`config.mk`:
```
export PLATFORM = sky130hd
export DESIGN_NAME = dm_cache
export DESIGN_NICKNAME = d
export VERILOG_FILES = /design/src/rtl/cache_pkg.sv /design/src/rtl/cache_store.sv /design/src/rtl/dm_cache.sv
export SDC_FILE = /design/constraint.sdc
export NUM_CORES = 1
export LEC_CHECK = 0
export CAP_MARGIN = 20
export CORE_UTILIZATION = 52
export DETAILED_ROUTE_END_ITERATION = 16
export DONT_BUFFER_PORTS = 1
export GPL_ROUTABILITY_DRIVEN = 0
export PLACE_DENSITY_LB_ADDON = 0.12
export SLEW_MARGIN = 20
export SYNTH_ARGS = -nofsm -noshare
export SYNTH_HDL_FRONTEND = slang
export SYNTH_SLANG_ARGS = --single-unit
```
`constraint.sdc`:
```
create_clock -name clk_i -period 9.7 [get_ports clk_i]
set_input_delay 2.91 -clock clk_i [delete_from_list [all_inputs] [get_ports clk_i]]
set_output_delay 2.91 -clock clk_i [all_outputs]
set_load 0.01 [all_outputs]
```
`src/rtl/cache_pkg.sv`:
```
// rtl/cache_pkg.sv - state encoding and address-field helper shared by the dm_cache files
package cache_pkg;

  typedef enum logic [2:0] {
    S_IDLE,
    S_FLUSH,
    S_LOOKUP,
    S_MEM,
    S_RESP
  } state_e;

  // Returns `width` bits of a byte address starting at bit `lsb`, zero-extended.
  function automatic logic [63:0] addr_field(input logic [63:0] addr,
                                             input int unsigned lsb,
                                             input int unsigned width);
    logic [63:0] mask;
    mask = (width >= 64) ? '1 : ((64'd1 << width) - 64'd1);
    return (addr >> lsb) & mask;
  endfunction

endpackage

```
`src/rtl/cache_store.sv`:
```
// rtl/cache_store.sv - valid/tag/data flop arrays with async read, one write port and bulk flush
module cache_store #(
  parameter int unsigned NumLines  = 16,
  parameter int unsigned IdxWidth  = 4,
  parameter int unsigned TagWidth  = 26,
  parameter int unsigned DataWidth = 32
) (
  input  logic                 clk_i,
  input  logic                 rst_ni,
  input  logic                 i_flush,
  input  logic                 i_we,
  input  logic [IdxWidth-1:0]  i_widx,
  input  logic [TagWidth-1:0]  i_wtag,
  input  logic [DataWidth-1:0] i_wdata,
  input  logic [IdxWidth-1:0]  i_ridx,
  output logic                 o_valid,
  output logic [TagWidth-1:0]  o_tag,
  output logic [DataWidth-1:0] o_data
);

  logic [NumLines-1:0]  r_valid;
  logic [TagWidth-1:0]  r_tag  [NumLines];
  logic [DataWidth-1:0] r_data [NumLines];

  always_ff @(posedge clk_i or negedge rst_ni) begin
    if (!rst_ni) begin
      r_valid <= '0;
    end else if (i_flush) begin
      r_valid <= '0;
    end else if (i_we) begin
      r_valid[i_widx] <= 1'b1;
    end
  end

  // Tag and data contents are meaningless until the matching valid bit is set.
  always_ff @(posedge clk_i) begin
    if (i_we) begin
      r_tag[i_widx]  <= i_wtag;
      r_data[i_widx] <= i_wdata;
    end
  end

  assign o_valid = r_valid[i_ridx];
  assign o_tag   = r_tag[i_ridx];
  assign o_data  = r_data[i_ridx];

endmodule

```
`src/rtl/dm_cache.sv`:
```
// rtl/dm_cache.sv - direct-mapped write-through, no-write-allocate cache in front of slow_mem
module dm_cache
  import cache_pkg::*;
#(
  parameter int unsigned AddrWidth = 32,
  parameter int unsigned DataWidth = 32,
  parameter int unsigned NumLines  = 16,
  parameter int unsigned StatWidth = 32
) (
  input  logic                 clk_i,
  input  logic                 rst_ni,
  input  logic                 cpu_req_i,
  output logic                 cpu_gnt_o,
  input  logic                 cpu_rw_i,
  input  logic [AddrWidth-1:0] cpu_addr_i,
  input  logic [DataWidth-1:0] cpu_wdata_i,
  output logic [DataWidth-1:0] cpu_rdata_o,
  output logic                 mem_req_o,
  input  logic                 mem_gnt_i,
  output logic                 mem_rw_o,
  output logic [AddrWidth-1:0] mem_addr_o,
  output logic [DataWidth-1:0] mem_wdata_o,
  input  logic [DataWidth-1:0] mem_rdata_i,
  input  logic                 flush_i,
  output logic [StatWidth-1:0] hit_cnt_o,
  output logic [StatWidth-1:0] miss_cnt_o
);

  localparam int unsigned IdxWidth = $clog2(NumLines);
  localparam int unsigned OffWidth = $clog2(DataWidth / 8);
  localparam int unsigned TagWidth = AddrWidth - IdxWidth - OffWidth;

  state_e               r_state, w_next;
  logic                 r_rw, r_hit;
  logic [AddrWidth-1:0] r_addr;
  logic [DataWidth-1:0] r_wdata, r_rdata;
  logic [StatWidth-1:0] r_hit_cnt, r_miss_cnt;

  logic [IdxWidth-1:0]  w_idx;
  logic [TagWidth-1:0]  w_tag, w_tag_q;
  logic [DataWidth-1:0] w_data_q, w_store_wdata;
  logic                 w_valid_q, w_hit, w_we, w_flush, w_take;

  assign w_idx = IdxWidth'(addr_field(64'(r_addr), OffWidth, IdxWidth));
  assign w_tag = TagWidth'(addr_field(64'(r_addr), OffWidth + IdxWidth, TagWidth));
  assign w_hit = w_valid_q && (w_tag_q == w_tag);
  assign w_take = (r_state == S_IDLE) && !flush_i && cpu_req_i;
  // A read fill stores memory data; a write hit refreshes the line with the CPU data.
  assign w_store_wdata = r_rw ? r_wdata : mem_rdata_i;

  cache_store #(
    .NumLines (NumLines),
    .IdxWidth (IdxWidth),
    .TagWidth (TagWidth),
    .DataWidth(DataWidth)
  ) u_store (
    .clk_i  (clk_i),
    .rst_ni (rst_ni),
    .i_flush(w_flush),
    .i_we   (w_we),
    .i_widx (w_idx),
    .i_wtag (w_tag),
    .i_wdata(w_store_wdata),
    .i_ridx (w_idx),
    .o_valid(w_valid_q),
    .o_tag  (w_tag_q),
    .o_data (w_data_q)
  );

  always_ff @(posedge clk_i or negedge rst_ni) begin
    if (!rst_ni) r_state <= S_IDLE;
    else         r_state <= w_next;
  end

  always_comb begin
    w_next    = r_state;
    w_we      = 1'b0;
    w_flush   = 1'b0;
    cpu_gnt_o = 1'b0;
    mem_req_o = 1'b0;
    unique case (r_state)
      S_IDLE: begin
        if (flush_i)        w_next = S_FLUSH;
        else if (cpu_req_i) w_next = S_LOOKUP;
      end
      S_FLUSH: begin
        w_flush = 1'b1;
        w_next  = S_IDLE;
      end
      S_LOOKUP: w_next = (w_hit && !r_rw) ? S_RESP : S_MEM;
      S_MEM: begin
        mem_req_o = 1'b1;
        if (mem_gnt_i) begin
          w_we   = !r_rw || r_hit;
          w_next = S_RESP;
        end
      end
      S_RESP: begin
        cpu_gnt_o = 1'b1;
        w_next    = S_IDLE;
      end
      default: w_next = S_IDLE;
    endcase
  end

  always_ff @(posedge clk_i or negedge rst_ni) begin
    if (!rst_ni) begin
      r_rw       <= 1'b0;
      r_hit      <= 1'b0;
      r_addr     <= '0;
      r_wdata    <= '0;
      r_rdata    <= '0;
      r_hit_cnt  <= '0;
      r_miss_cnt <= '0;
    end else begin
      if (w_take) begin
        r_rw    <= cpu_rw_i;
        r_addr  <= cpu_addr_i;
        r_wdata <= cpu_wdata_i;
      end
      if (r_state == S_LOOKUP) begin
        r_hit <= w_hit;
        if (w_hit) begin
          if (!r_rw) r_rdata <= w_data_q;
          if (!(&r_hit_cnt)) r_hit_cnt <= r_hit_cnt + StatWidth'(1);
        end else if (!(&r_miss_cnt)) begin
          r_miss_cnt <= r_miss_cnt + StatWidth'(1);
        end
      end
      if ((r_state == S_MEM) && mem_gnt_i && !r_rw) r_rdata <= mem_rdata_i;
    end
  end

  assign cpu_rdata_o = r_rdata;
  assign mem_rw_o    = r_rw;
  assign mem_addr_o  = r_addr;
  assign mem_wdata_o = r_wdata;
  assign hit_cnt_o   = r_hit_cnt;
  assign miss_cnt_o  = r_miss_cnt;

endmodule
```
Word-level counts from Yosys, hierarchy flattened
Memories as Yosys holds them, arrays and structs flattened. A register that Yosys moved wholly into a read port is not among the register bits.
Cells that the tools add are included.
- bits in registers: 149
- bits in writable memories: 928
- input bits: 102
- output and inout bits: 163
- word-level logic and storage cells: 66
- memories kept: 2
- add/subtract/negate cells: 2
- magnitude comparators: 2
- equal/unequal tests: 8
- multiplexer cells: 19
- bitwise operators: 4
- reductions and logical operators: 21
- memory list (name ; words ; bits a word ; read ports ; clocked after Yosys merged registers in ; wr ports ; line ; RTL):
    u_store.r_data ; 16 ; 32 ; 1 ; 1 ; 1 ; cache_store.sv:23 ; logic [DataWidth-1:0] r_data [NumLines];
    u_store.r_tag ; 16 ; 26 ; 1 ; 0 ; 1 ; cache_store.sv:22 ; logic [TagWidth-1:0] r_tag [NumLines];
- operators by type and width (kind ; number):
    $add A32 B1 Y32 const B ; 2
    $reduce_and A32 Y1 ; 2
    $mux W16 ; 2
    $mux W32 ; 1
    $eq A26 B26 Y1 ; 1
    $or A16 B16 Y16 ; 1
    $mux W3 ; 4
    $mux W1 ; 9
    $pmux W3 S3 ; 1
    $reduce_and A3 Y1 ; 3
    $logic_and A1 B1 Y1 ; 7
    $eq A3 B2 Y1 const B ; 2
    $reduce_bool A2 Y1 ; 3
    $lt A4 B5 Y1 const B ; 1
    $bmux W1 S4 ; 1
    $demux W1 S4 ; 1
    $ge A4 B1 Y1 const B ; 1
    $eq A3 B1 Y1 const B ; 1
    $eq A3 B3 Y1 const B ; 1
    $logic_not A1 Y1 ; 3
    $logic_not A3 Y1 ; 1
    $ne A3 B3 Y1 const B ; 1
    $not A1 Y1 ; 3
    $ne A2 B1 Y1 const B ; 1
    3 further kinds ; 3

Longest topological paths before layout
- word-level depth: 7
- mapped depth: 17
- gate-level depth less buffers: 9

By module
Synthesis repeated with hierarchy kept, for this count alone.
- cell total of the unflattened synthesis: 2222
- area total of the unflattened synthesis: 43566.8 um2
- modules (own cells, without submodules) (module ; instances ; cells an instance ; area each (um2) ; sequential area each (um2)):
    cache_store ; 1 ; 1506 ; 35401.5 ; 28267.1
    dm_cache ; 1 ; 716 ; 8165.3 ; 4129.0

Worst setup path after synthesis
No wires, ideal clock.
- path type: input-to-reg
- start: input port mem_gnt_i
- end: memory u_store.r_data[3][0], enable pin
- data arrival time: 8195 ps
- required time: 9153 ps
- path slack: 958 ps
- cell stages on the path: 5
- buffers on the path: 1
- cells stage by stage: nand2_1 > nor3_1 > clkbuf_1 > nand3_1 > nor3_1
- longest elaborated chain between the ends: 4
- ends and longest elaborated chain (item ; line ; RTL):
    start: declaration ; dm_cache.sv:19 ; input logic mem_gnt_i,
    $mux W1 ; dm_cache.sv:93 ; if (mem_gnt_i) begin
    $mux W1 ; dm_cache.sv:81 ; unique case (r_state)
    $mux W1 ; cache_store.sv:37 ; if (i_we) begin
    $mux W1 (not written as such) ; cache_store.sv:39 ; r_data[i_widx] <= i_wdata;
    end: declaration ; cache_store.sv:23 ;
No other way between the ends.

Final worst setup path
- start: register r_addr[3] (netlist: mem_addr_o[3])
- end: register r_rdata[2] (netlist: cpu_rdata_o[2]), read port of u_store.r_data
- longest elaborated chain between the ends: 5
- elaborated cells on any way between the ends: 7
- classes of those cells: eq/ne (1); mux (2); reduce/logical (3); memory (1)
- ends and longest elaborated chain (item ; line ; RTL):
    start: declaration ; dm_cache.sv:35 ; logic [AddrWidth-1:0] r_addr;
    start signal: assignment ; dm_cache.sv:118 ; r_addr <= cpu_addr_i;
    $mem_v2 Z16 W26 or $bmux W1 S4 (tied branches) ; n/a ;
    $eq A26 B26 Y1 or $mux W1 (tied branches) ; dm_cache.sv:46, cache_store.sv:43 ;
    $logic_and A1 B1 Y1 ; dm_cache.sv:46 ; assign w_hit = w_valid_q && (w_tag_q == w_tag);
    $reduce_bool A2 Y1 (no line) ; n/a ;
    $reduce_and A3 Y1 (no line) ; n/a ;
    end: declaration ; dm_cache.sv:36 ; logic [DataWidth-1:0] r_wdata, r_rdata;
Parallel ways exist; a longest one is shown, timed or not. The select of a mux whose other input is x is not followed.
A chain may end at the register's enable or synchronous reset.

==> results by group <==
Clock network
  • CTS max path bufs: 3
  • # hold bufs at CTS: 0
  • CTS Buf Count: 115
  • Post-CTS Resized: 0
  • Post-CTS Setup Repair Bufs: 0
  • Clock latency on the worst-skew pair: 0.68 ns
  • H-Tree Depth: 3
  • CTS sink count: 1109
  • Worst-path clk slew: 0.06 ns
  • Clock Tree Root: clkbuf_16
  • CTS tree: built

Route
  • DRC: 0
  • DR WL/cell: 28.1 um
  • Drt via density: 6.05
  • Initial DRC Count: 1690
  • Total wire length: 98.4 mm
  • Detailed-route via count: 21200
  • First drt pass iteration count: 5
  • Post-DRT Antenna Nets: 0

Power and ir drop
  • Maximum VDD drop: 253 uV
  • Leak Pwr: 16.8 nW
  • Pwr dens: 302 mW/mm^2

Place
  • I/O Buffers: 0
  • Post-DP HPWL: 55.4 mm

Yosys
  • Cells after Synth: 2210
  • Flop and latch count out of synthesis: 1109
  • Ys async rst share: 16.3%
  • Ys Warns: 0
  • Net count after synthesis: 2314
  • Seq/Total Area, Yosys: 73.2%
  • Synth unique cells: 65
  • Syn_area_per_cell: 20.0 um^2
  • EDFF count, synth: 928
  • Post-Syn Area: 0.0442 mm^2
  • Top_reg_cell synth: edfxtp_1

STA
  • Fin. max-slew vios: 0
  • Final TNS setup: 0 ns
  • Relative slew slack: 24.8%
  • Hold_ws: 0.486 ns
  • Endpoints failing setup: 0
  • Slew @ Worst Pin: 1.13 ns
  • Fin. Hold Viols: 0
  • Worst-case clock skew: 0.0292 ns
  • Final min period: 5.47 ns
  • Fmax: 183 MHz
  • RSZ-0062 raised after global routing: no
  • Crit share post-route: 56.4%

Global route
  • Grt ovf: 0
  • All-Layer GR Usage: 23.3%
  • Number of global-route vias before repair: 22500
  • First-pass GRT wire length: 147 mm
  • Pin count of the biggest net entering global routing: 182
  • Initial antenna violation count: 1

Min path
  • Hold WC Path Type: flop to flop

Floorplanning
  • Die footprint: 0.0862 mm^2
  • Core ar.: 0.0840 mm^2
  • FP Rows: 106
  • Starting Density: 52.7%
  • Die width: 294 um
  • Die height: 294 um
  • Boundary Pins: 265

Finish
  • Layout cells sized above 1: 27.4%
  • Commonest non-fill, non-tap cell in the layout: edfxtp_1
  • Commonest cells after routing, fill and taps aside: 928 x edfxtp_1, 220 x mux4_2, 176 x dfrtp_1
  • P&R area growth vs syn: 11.9%
  • Total Nets Final: 2373

Setup path
  • Worst path max stage delay: 1.01 ns
  • Worst EP arrival: 6.01 ns
  • CP Capture Type: flop
  • Reg2Reg Setup Slack: 4.23 ns
  • Slowest stage cell, crit path: dfrtp_4
  • Crit path max fanout: 139
  • Startpoint Class: flop
  • CP cell instances: buf_12 > mux2i_1 > a22oi_1 > a21boi_0 > a2111oi_0 > a41oi_1 > a211oi_2 > nand4_1 > o31ai_4 > buf_4 > mux2_2
  • Critical path required time: 10.24 ns
  • Crit path kind: flop to flop

Status
  • Outcome: complete, no violations

Job
  • Max-cap violations: 0
flip-flops by register name, indices dropped and copies added (netlist names):
signal and flops:
cpu_rdata_o 32, u_store.r_data 512, mem_wdata_o 32, r_hit 1
u_store.r_tag 416, mem_rw_o 1, u_store.r_valid 16, r_state 3
hit_cnt_o 32, mem_addr_o 32, miss_cnt_o 32
power breakdown:
part	switching, mW	internal, mW	leakage [nW]
clock	1.82	2.60	1.89
sequential	0.606	6.03	10.7
combinational	2.13	1.77	4.28
total	4.55	10.4	16.8
synth_stat cells, types with 5 or more instances:
| master | n | area [um^2] |
|---|---|---|
| a21oi_1 | 8 | 40.0 |
| a221oi_1 | 7 | 61.3 |
| a22o_1 | 8 | 70.1 |
| a22oi_1 | 22 | 165 |
| and2_1 | 6 | 37.5 |
| and3_1 | 21 | 131 |
| and4_1 | 5 | 43.8 |
| buf_1 | 11 | 41.3 |
| buf_2 | 21 | 105 |
| buf_4 | 14 | 105 |
| buf_6 | 17 | 191 |
| clkbuf_1 | 53 | 199 |
| dfrtp_1 | 181 | 4530 |
| edfxtp_1 | 928 | 27900 |
| inv_1 | 13 | 48.8 |
| mux2_1 | 22 | 248 |
| mux2_2 | 154 | 1730 |
| mux2i_1 | 112 | 1120 |
| mux4_2 | 220 | 4950 |
| nand2_1 | 45 | 169 |
| nand2b_1 | 8 | 50.1 |
| nand3_1 | 30 | 150 |
| nand4_1 | 16 | 100 |
| nor2_1 | 39 | 146 |
| nor2b_1 | 8 | 50.1 |
| nor3_1 | 32 | 160 |
| nor4_1 | 13 | 81.3 |
| o21a_1 | 17 | 128 |
| o21ai_0 | 11 | 55.1 |
| o22ai_1 | 7 | 43.8 |
| or3_1 | 7 | 43.8 |
| xnor2_1 | 40 | 350 |
| xor2_1 | 57 | 499 |
per-layer routing:
layer / wire length [um] / track usage (%) / share of wire, %
met1: 41500 / 32.1 / 42
met2: 47900 / 37.8 / 49
met3: 6570 / 4.99 / 6.7
met4: 2510 / 6.61 / 2.6
met5: 0 / 0 / 0
per-stage QoR:
stage,instances,setup WS [ns],utilization (%),total power [mW],area (um^2)
floorplan,2210,0.958,-,9.44,44200
global placement,3283,3.69,54.3,10.6,45600
detailed placement,3284,3.71,54.3,10.7,45600
CTS,3500,3.92,58.9,15.1,49500
global route,3502,3.80,59.0,15.6,49500
finish,3503,4.23,59.0,15.0,49500
worst paths after layout:
kind,start,end,cells after the start
worst min register to register,u_store.r_valid[1],u_store.r_valid[1],1
min in group asynchronous,rst_ni,miss_cnt_o[18],0
worst max-delay path,mem_addr_o[3],cpu_rdata_o[2],11
worst max register to register,mem_addr_o[3],cpu_rdata_o[2],11
worst min-delay path,u_store.r_valid[1],u_store.r_valid[1],1
max in group asynchronous,rst_ni,mem_rw_o,0
layout make-up:
cell class	instances	area [um^2]
Clock inverter	71	688
Tap cell	1134	1420
Inverter	13	50.0
Clock buffer	145	3160
Multi-Input combinational cell	971	11300
Sequential cell	1109	32400
Timing Repair Buffer	59	508
Antenna cell	1	2.50
Fill cell	6020	34400
critical path, delay by kind of cell (launching register included):
kind,cells,cell delay [ns]
compound gates,6,2.11
flops,1,1.01
mux,2,0.59
simple gates,1,0.22
buf+inv,2,1.26
cell families after synthesis:
| family | Yosys count | synth area share, % |
|---|---|---|
| buffers and inverters | 130 | 1.60 |
| AND/OR/NAND/NOR | 248 | 3.00 |
| multiplexers | 508 | 18.2 |
| XOR/XNOR | 97 | 1.92 |
| adder cells (fa/ha/maj) | 2 | 0.0566 |
| AO/OA/AOI/OAI | 116 | 1.97 |
| flip-flops | 1109 | 73.2 |
No activity file was read; power rests on OpenSTA's default activity.
